<file path="src/rtl/dmem_arbiter.sv">
// Shares the single-port data memory between the CPU and a host preload/readback port.
// The CPU owns the port by default; the host gets idle cycles, or one forced stall cycle after STARVE losses.
module dmem_arbiter #(
    parameter int DATA_W = 32,
    parameter int ADDR_W = 16,
    parameter int STARVE = 4
) (
    input  logic              clk,
    input  logic              rst_n,
    input  logic              cpu_req,
    input  logic              cpu_we,
    input  logic [ADDR_W-1:0] cpu_addr,
    input  logic [DATA_W-1:0] cpu_wd,
    output logic [DATA_W-1:0] cpu_rd,
    output logic              cpu_stall,
    input  logic              host_req,
    input  logic              host_we,
    input  logic [ADDR_W-1:0] host_addr,
    input  logic [DATA_W-1:0] host_wd,
    output logic [DATA_W-1:0] host_rd,
    output logic              host_ack,
    output logic [ADDR_W-1:0] mem_a,
    output logic              mem_we,
    output logic [DATA_W-1:0] mem_wd,
    input  logic [DATA_W-1:0] mem_rd
);

    typedef enum logic {H_WAIT, H_ACK} state_t;

    localparam logic [3:0] STARVE_C = 4'(STARVE);

    state_t     state, state_nxt;
    logic [3:0] wait_cnt, wait_cnt_nxt;
    logic       host_gnt;

    always_comb begin
        host_gnt     = 1'b0;
        state_nxt    = state;
        wait_cnt_nxt = wait_cnt;
        if (state == H_WAIT) begin
            // rst_n gating keeps the port quiet while reset is held asynchronously
            host_gnt = rst_n & host_req & (~cpu_req | (wait_cnt == STARVE_C));
            if (host_gnt) begin
                state_nxt    = H_ACK;
                wait_cnt_nxt = 4'd0;
            end else if (!host_req) begin
                wait_cnt_nxt = 4'd0;
            end else if (wait_cnt != STARVE_C) begin
                wait_cnt_nxt = wait_cnt + 4'd1;
            end
        end else begin
            state_nxt    = H_WAIT;
            wait_cnt_nxt = 4'd0;
        end
    end

    assign mem_a     = host_gnt ? host_addr : cpu_addr;
    assign mem_wd    = host_gnt ? host_wd   : cpu_wd;
    assign mem_we    = rst_n & (host_gnt ? host_we : (cpu_req & cpu_we));
    assign cpu_stall = cpu_req & host_gnt;
    assign cpu_rd    = mem_rd;

    always_ff @(posedge clk or negedge rst_n) begin
        if (!rst_n) begin
            state    <= H_WAIT;
            wait_cnt <= 4'd0;
            host_ack <= 1'b0;
            host_rd  <= '0;
        end else begin
            state    <= state_nxt;
            wait_cnt <= wait_cnt_nxt;
            host_ack <= host_gnt;
            if (host_gnt)
                host_rd <= mem_rd;
        end
    end

endmodule

</file>
<file path="config.mk">
export PLATFORM = sky130hd
export DESIGN_NAME = dmem_arbiter
export DESIGN_NICKNAME = d
export VERILOG_FILES = /design/src/rtl/dmem_arbiter.sv
export SDC_FILE = /design/constraint.sdc
export NUM_CORES = 1
export LEC_CHECK = 0
export ABC_AREA = 1
export CORE_AREA = 2 2 96 98
export CTS_CLUSTER_DIAMETER = 40
export DETAILED_ROUTE_END_ITERATION = 7
export DIE_AREA = 0 0 98 100
export HOLD_SLACK_MARGIN = 0.1
export PLACE_DENSITY = 0.78
export SLEW_MARGIN = 0
export SYNTH_ARGS = -nofsm -noshare
export SYNTH_HDL_FRONTEND = slang
export SYNTH_SLANG_ARGS = --single-unit
</file>
<file path="constraint.sdc">
create_clock -name clk -period 3 [get_ports clk]
set_clock_uncertainty 0.1 [all_clocks]
set_input_delay 0.6 -clock clk [delete_from_list [all_inputs] [get_ports clk]]
set_output_delay 0.6 -clock clk [all_outputs]
set_load 0.02 [all_outputs]
</file>
Yosys cells after proc, flatten, opt, wreduce, memory -nomap -nowiden
Cells that the tools add are included.

cells by class
  muxes and demuxes = 10
  equal/unequal tests = 3
  add/sub/neg operators = 1
  bitwise gates (word level) = 7

operator list
  kind                 count
  $mux 32              1
  $mux 16              1
  $mux 4               4
  $and 1x1->1          5
  $add 4x1->4 const B  1
  $eq 4x3->1 const B   1
  $mux 1               4
  $ne 4x1->1 const B   1
  $ne 4x3->1 const B   1
  $not 1->1            1
  $or 1x1->1           1

word-level totals
  word-level logic and storage cells = 25
  bits of input ports = 134
  flip-flop bits (word level) = 38

Depth between registers and ports, before layout
Gate-level depths: netlist (run 1).

  depth in word-level cells = 6
  depth in mapped cells = 9
  mapped depth without buffers = 8

Least setup slack after synthesis (run 1)
Ideal clock, no wire load.

  kind = register to output
  start = reg wait_cnt[0]
  end = out mem_a[0]
  setup slack = 0.844 ns
  stages on the path, launching flop included = 9
  arrival time = 1.456 ns
  path through = dfrtp_1 -> inv_1 -> ha_1 -> nand3_1 -> nand2_2 -> nand3_4 -> buf_1 -> nand2_1 -> nand2_1

between the ends
  word-level cells in the longest chain between the ends = 5

ends and longest elaborated chain
  what                    RTL line  RTL
  from (decl)             33        logic [3:0] wait_cnt, wait_cnt_nxt;
  from (signal assigned)  71        wait_cnt <= wait_cnt_nxt;
  $eq 4x3->1              42        host_gnt = rst_n & host_req & (~cpu_req | (wait_cnt == STARVE_C));
  $or 1x1->1              42
  $and 1x1->1             42
  $mux 1                  40        if (state == H_WAIT) begin
  $mux 16                 57        assign mem_a = host_gnt ? host_addr : cpu_addr;
  to (decl)               22        output logic [ADDR_W-1:0] mem_a,

No other way between the ends.

Worst setup path in the final report (run 1)
  start = reg wait_cnt[0]
  end = out mem_a[13]

Same word-level chain as after synthesis.

==> reports/results.txt, run 1 <==
Pin placement for this block handled 249 I/O pins. For the worst setup path, the data arrival time is 2.11 ns. Prior to clock tree synthesis, the placed netlist has a worst setup slack of -0.102 ns.

The clock period could shrink to 2.81 ns. Summing all non-filler instances in the final layout gives an area of 0.00485 sq mm. The total overflow left after global routing is 0. The top achievable clock speed is 356 MHz.

The post-route netlist has 4.72% of its cells at a drive strength greater than 1. The count of pins over their slew limit came out at 0. Across all setup checks in the final design, the least slack found is 0.191 ns. The library cells used most frequently in the layout, excluding fill and tap cells, are nand2_1 (253), clkdlybuf4s50_1 (197), dlygate4sd2_1 (50).

The count of vias placed by the detailed router was 3029; the width of the die was 98 microns. The signal on the critical path passes through inv_1, ha_1, nand3_1, nand2_2, nand3_4, buf_12, nand2_1, nand2_1, dlygate4sd2_1. The dominant cell type by area after synthesis is nand2_1. The maximum number of pins on one net before global-route repair came out at 44. The logs give 2 for the maximum clock path buffer count and 4 for the detailed-router iteration count before antenna repair. The worst register-to-register path begins at wait_cnt[0]$_DFFE_PN0P_. The master of the slowest instance on the critical path was dfrtp_1.

Power comes to 0.00185 W. The tools report the clock network latency to the later pin of the worst-skew pair as 0.28 ns. The tightest min-delay check is of the in2async type. Summed over all nets, the half-perimeter wirelength after detailed placement is 8180 microns.

The run gives 0.267 mV as the maximum VDD drop. The worst register-to-register path has a setup slack of 1.14 ns. Family with the most delay on the worst path: buffers and inverters.

The number of inserted filler cells in the final layout is 844. Setup total negative slack on the finished layout was measured at 0 ns. The net count of the finished layout is 728.

The iteration-0 DRC count of the detailed router came out at 82. Cell type with the highest occurrence count on the critical path: nand2_1. The max-slew headroom at the worst pin is 67.7%.

The first global-routing pass estimated 15600 microns of wire. Synthesis handed over a netlist of 368 instances. The starting utilization of the core area is 27.2%. For the worst flop-to-flop path, the logic depth is 10. STA classifies the critical path endpoint as an output pin. In this run the biggest area consumer among cell types represents 39.3% of the synthesized area. Transition time at the pin with the least slew margin: 0.485 ns. The tools report the source of the critical timing path as wait_cnt[0]$_DFFE_PN0P_. The maximum single-stage delay on the critical path was 0.40 ns. STA puts the critical path data required time at 2.30 ns. The tools report the total routing usage reported by global routing as 19.7%.

Power spread over the standard cell area amounts to 381 mW/mm^2. After detailed routing, the number of vias per cell comes to 4.30. In this run the worst setup path terminates at mem_a[13]. The synthesis-to-layout area growth was 101%; the final count of hold timing violations was 0. The die outline height is 100 microns, and the share of the clock period used by the worst path after layout is 93.6%.

The tools report the residual antenna-violating net count after detailed routing as 0. The unique cell type count in the Yosys netlist came out at 16. The endpoint of the lowest-slack register-to-register path was host_rd[0]$_DFFE_PN0P_. The core occupancy in the finished layout is 54.5%, and the number of buffer and inverter stages on the critical path is 3.

The cell sitting at the root of the clock tree is a clkbuf_8. Number of max-cap violations: 0. The number of global-route vias before repair was 3111.

The clock slew at the register clock pins of the worst setup and hold paths was 0.07 ns. Post-CTS timing repair inserted 0 buffers for setup. The count of input and output buffers was 248; the hold buffer count at cts was 0. Commonest non-fill, non-tap cell in the layout: nand2_1. The flow ran to the end, and the final reports show no timing, DRC or antenna violations. Setup repair after global routing left no endpoint under its margin.

The tools report the number of buffers created by CTS as 5. The worst setup path is of the reg2out kind. Setup violations remaining at the end of the flow were counted as 0.

Number of warning messages in the yosys log: 0. The tools report the total die area as 0.00980 sq mm. The average detailed-routed wire length per instance came out at 14.5 microns.

The tools report the kind of start point of the critical path as a flip-flop. The number of nets in the synthesized netlist is 504. The routed design has 10200 microns of wire. The congestion estimate from routability-driven global placement came to 0.951. The TritonCTS sink count was 37; the standby leakage power was 2.49 nW. After synthesis, the cell types taking the most area are nand2_1 (39%), dfrtp_1 (38%), buf_4 (9.9%).

The initial antenna violation count was 0; the H-tree level count was 2. After synthesis the netlist holds a flip-flop and latch count of 37. For this run, the register share of the synthesized area comes to 38.3%. The post-synthesis area per instance works out to 6.56 sq um.

The number of design rule violations left after detail routing came out at 0. TritonCTS built the clock tree. In this run the cell area measured after placement is 0.00483 sq mm. The antenna diode instance count is 0. After floorplanning, the core was sized to cover 0.00889 sq mm. The total number of placement rows is 35, and the maximum fanout along the worst path is 43. Counting buffers and inverters, the worst setup path is 9 cells deep.

The cell area after synthesis came out at 0.00241 sq mm. The number of gates resized after cts is 50.
==> sequential cells by signal (all words and copies together), names as in the netlist <==
name and flops:
host_ack 1, wait_cnt 4, host_rd 32
==> per-stage QoR <==
step | hold slack (ns) | instances
global placement | 0.361 | 696
CTS | 0.304 | 704
detailed placement | 0.366 | 696
floorplan | 0.204 | 368
global route | 0.345 | 704
finish | 0.292 | 704
==> cell usage after synthesis <==
library cell,instances
ha_1,2
nor2_1,4
nand3_1,5
nand3_4,1
buf_2,6
nand2_2,1
xor2_1,1
buf_6,8
buf_1,2
inv_1,11
clkinv_4,1
dfrtp_1,37
buf_4,32
o21ai_0,1
nand4_1,3
nand2_1,253
==> cells by family after synthesis <==
family,after synthesis,synth area share (%)
simple gates,267,42.7
compound gates,1,0.207
fa+ha+maj,2,1.04
xor+xnor,1,0.363
buf+inv,60,17.3
flops,37,38.3
==> how the worst min path moves through the flow <==
| stage | end | slack (ns) | cells past startpoint |
|---|---|---|---|
| final | host_ack$_DFF_PN0_ | 0.29 | 2 |
| after global routing | host_rd[14]$_DFFE_PN0P_ | 0.34 | 2 |
| after CTS | host_rd[0]$_DFFE_PN0P_ | 0.30 | 2 |
| after detailed placement | host_rd[1]$_DFFE_PN0P_ | 0.37 | 2 |
| after global placement | host_rd[11]$_DFFE_PN0P_ | 0.36 | 2 |
| after floorplan | host_ack$_DFF_PN0_ | 0.20 | 0 |
==> area by class of cell <==
cell class | count | area, sq um | share of cell area (%)
clock buffer | 6 | 72.6 | 1.50
clock inverter | 2 | 10.0 | 0.206
inverter | 12 | 50.0 | 1.03
multi-input combinational | 271 | 1070 | 22.1
sequential | 37 | 926 | 19.1
tap | 111 | 139 | 2.86
timing repair buffer | 265 | 2580 | 53.2
==> report_power, final <==
group	internal (W)	switching (W)	total [W]
registers	0.000584	0.0000498	0.000634
clock network	0.000161	0.000169	0.000330
logic	0.000452	0.000430	0.000882
total	0.00120	0.000649	0.00185
==> per-layer routing <==
metal | share of wire [%] | vias up | global-route usage, %
met5 | 0 | - | 0
met4 | 2.0 | 0 | 5.66
met3 | 8.1 | 15 | 4.32
met2 | 48 | 149 | 34.2
met1 | 42 | 1353 | 24.8
li1 | - | 1512 | -
(Power assumes the default switching activity.)
==> inputs of run 2 (changes only) <==
Settings changed: ABC_CLOCK_PERIOD_IN_PS set to 3000.
==> results of run 2 <==
Final layout, timing and power as in run 1 (identical DEF).
==> inputs of run 3 (changes only) <==
Settings changed: CELL_PAD_IN_SITES_DETAIL_PLACEMENT set to 1, CELL_PAD_IN_SITES_GLOBAL_PLACEMENT set to 1, CORE_AREA 2 2 96 98 to not set, CORE_UTILIZATION set to 19, DIE_AREA 0 0 98 100 to not set, PLACE_DENSITY 0.78 to not set, PLACE_DENSITY_LB_ADDON set to 0.1.
==> run 3 against run 2 <==
Sequential power is essentially flat. Clock power grew 54%. Sequential share of layout area shrank 0.41 points. Flip-flop and latch count is the same. Critical endpoint is now mem_wd[21]. Critical path type unchanged. Die area grew 34%. Final area grew 2.2%. First-iteration DRC count shrank 6.1%. Worst hold slack gained 0.031 ns. Largest cell class unchanged. Highest routed layer unchanged.
==> reports/results.txt, run 3 (same netlist as run 1, synthesis figures left out) <==
Hold buffer count at cts: 0. The tools report the final count of hold timing violations as 0. The layout net count is 725.

Clock tree synthesis inserted a total of 5 buffers. The number of max-cap violations was 0. For the worst setup path, the data required time is 2.30 ns. Subtracting the final worst setup slack from the clock period gives 2.81 ns. For this design the static power due to leakage is 2.50 nW.

Once detail routing completed, the nets flagged for antenna violations numbered 0. The register with the most flip-flops in the final layout is host_rd. TritonCTS built the clock tree. The post-placement setup slack is -0.127 ns, and the final weighted congestion in routability-driven placement is 0.727. Setup slack closes at 0.189 ns.

Relative to the synthesized area, the layout overhead comes to 105%. After floorplanning, the core was sized to cover 0.0122 sq mm. The detailed-route vias per instance works out to 3.99. The overflow left after global routing is 0. The core occupancy in the finished layout came out at 40.6%.

The design draws 0.00201 W. In this run the critical register-to-register path is launched from wait_cnt[0]$_DFFE_PN0P_. In the final routed layout, each cell accounts on average for 13.7 microns.

The flip-flop count of the largest register after layout was 32; the fraction of power spent switching nets was 33.5%. The power per cell area was 406 mW/mm^2; the share of the clock period used by the worst path after layout was 93.7%. After clock tree synthesis, the setup repair step added 0 buffers.

0 antenna diodes ended up in the layout. For the pin with the worst max-slew slack, the measured transition is 0.501 ns. For the final worst hold slack, the log shows 0.322 ns. Commonest non-fill, non-tap cell in the layout: nand2_1.

The worst pin sits at a relative slew slack of 66.6%. The type of the worst min-delay path is in2async. The total wire length after detailed routing was 10300 microns; the die outline height was 115 microns. At the later pin of the worst-skew pair, clock insertion delay measures 0.27 ns. The sequential power share was 31.5%. The critical path contains buffers and inverters numbering 4 combined. The reg2reg setup slack came out at 1.01 ns. The slowest stage of the critical path belongs to the cell dfrtp_1.

The tools report the root buffer selected by CTS as clkbuf_16. The top achievable clock speed is 356 MHz, and the logic depth of the worst register-to-register path is 10. In the global route stage, overall resource usage came out at 14.9%. In the final layout, the share of cells above drive strength 1 is 4.58%.

The cell type with the highest occurrence count on the critical path is nand2_1. For the final setup violation count, the log shows 0. The signal on the critical path passes through inv_1, ha_1, nand3_1, nand2_2, nand3_4, clkinv_4, buf_12, nand2_1, nand2_1, dlygate4sd2_1.

The maximum VDD drop came out at 0.196 mV. In the layout the commonest cells are nand2_1 (253), clkdlybuf4s50_1 (197), dlygate4sd2_1 (41). By startpoint and endpoint, the worst setup path is classified as reg2out. The run gives 0 as the number of design rule violations left after detail routing. The maximum single-stage delay on the critical path was 0.42 ns. Grouping stages by cell kind, the critical path spends the most delay in buffers and inverters.

Detailed placement ended at an HPWL of 8340 microns. Endpoint of the lowest-slack register-to-register path: host_rd[13]$_DFFE_PN0P_. In this run the number of cells on the critical path is 10. In this run, the number of DRC markers left after iteration 0 of detailed routing was 77. Input and output buffers added on the ports amount to 248.

STA classifies the critical path startpoint as a flip-flop. The logs give 2 for the H-tree level count and 19.8% for the starting utilization of the core area. The largest registers in the layout are host_rd: 32 flops, wait_cnt: 4 flops, host_ack: 1 flops. 249 I/O pins were placed. The tools report the combinational fraction of design power as 43.3%.

The first global-routing pass estimated 15500 microns of wire. STA puts the critical path data arrival time at 2.11 ns. The tools report the switching power summed over all nets as 0.000674 W. For the count of vias placed by the detailed router, the log shows 3022. The width of the die was 115 microns; the total number of placement rows was 40. The TritonCTS sink count is 37. The flow ran to the end, and the final reports show no timing, DRC or antenna violations.

In this run, the clock network consumes 25.2% of the power. The number of global-route vias before repair was 3004. Entering global routing, the biggest net connects 44 pins. The total die area was 0.0132 sq mm. No sink is reached through more buffers than the 2 on the longest clock path. Detailed-router iteration count before antenna repair: 4. For the count of pins over their slew limit, the log shows 0. STA classifies the critical path endpoint as an output pin. Internal power comes to 0.00134 W.

The clock slew at the register clock pins of the worst setup and hold paths works out to 0.06 ns. The initial antenna violation count was 0; the maximum fanout along the worst path was 19.
==> run 3: cell count changes in the layout (fill, tap and decap cells not counted), sizes merged <==
cell,before,now
dlygate4sd2,50,41
clkdlybuf4s15,0,7
buf,18,15
clkinvlp,0,1
dlymetal6s2s,0,1
==> run 3: how the worst max path moves through the flow <==
stage | start | endpoint | slack, ns
detailed placement | host_req | mem_wd[29] | -0.13
global placement | host_req | mem_a[10] | -0.09
global route | wait_cnt[0]$_DFFE_PN0P_ | mem_a[5] | -0.002
CTS | wait_cnt[0]$_DFFE_PN0P_ | mem_we | 0.04
floorplan | wait_cnt[0]$_DFFE_PN0P_ | mem_a[0] | 0.84
finish | wait_cnt[0]$_DFFE_PN0P_ | mem_wd[21] | 0.19
==> run 3: what timing repair did <==
action	4_1_cts	5_1_grt
resized for setup	49	10
pin swaps	0	0
endpoints found under the setup margin	49	9
hold endpoints to repair	0	0
==> run 3: power groups by stage <==
stage | Sequential (W) | Combinational (W) | Clock, W
2_1_floorplan | 0.000742 | 0.000291 | 0
3_3_place_gp | 0.000638 | 0.000912 | 0
3_5_place_dp | 0.000640 | 0.000919 | 0
4_1_cts | 0.000636 | 0.000887 | 0.000526
5_1_grt | 0.000646 | 0.000938 | 0.000546
6_report | 0.000633 | 0.000873 | 0.000507
==> run 3: metrics by stage <==
stage | std cells | TNS, ns | cell area, sq um
finish | 758 | 0 | 4950
global route | 758 | -0.00172 | 4950
CTS | 758 | 0 | 4950
detailed placement | 750 | -3.83 | 4860
global placement | 750 | -2.31 | 4860
floorplan | 368 | 0 | 2410
==> run 3: worst reg2reg max path: cells and delay by family, from the launching register on <==
family                     cells  cell delay [ns]
buffers and inverters          4             0.66
and+or+nand+nor                5             0.58
DFF                            1             0.42
adders and majority gates      1             0.17
==> run 3: final cells by class <==
cell class	instances	area (sq um)
clock buffer	5	125
clock inverter	3	17.5
fill	1556	7260
inverter	12	50.0
multi-input combinational	271	1070
sequential	37	926
tap	168	210
timing repair buffer	262	2550
==> run 3: layer usage <==
| layer | up-vias | routed length (microns) | GRT usage, % |
|---|---|---|---|
| li1 | 1508 | - | - |
| met1 | 1362 | 4010 | 16.6 |
| met2 | 145 | 5220 | 27.8 |
| met3 | 7 | 1040 | 5.06 |
| met4 | 0 | 77 | 2.42 |
| met5 | - | 0 | 0 |
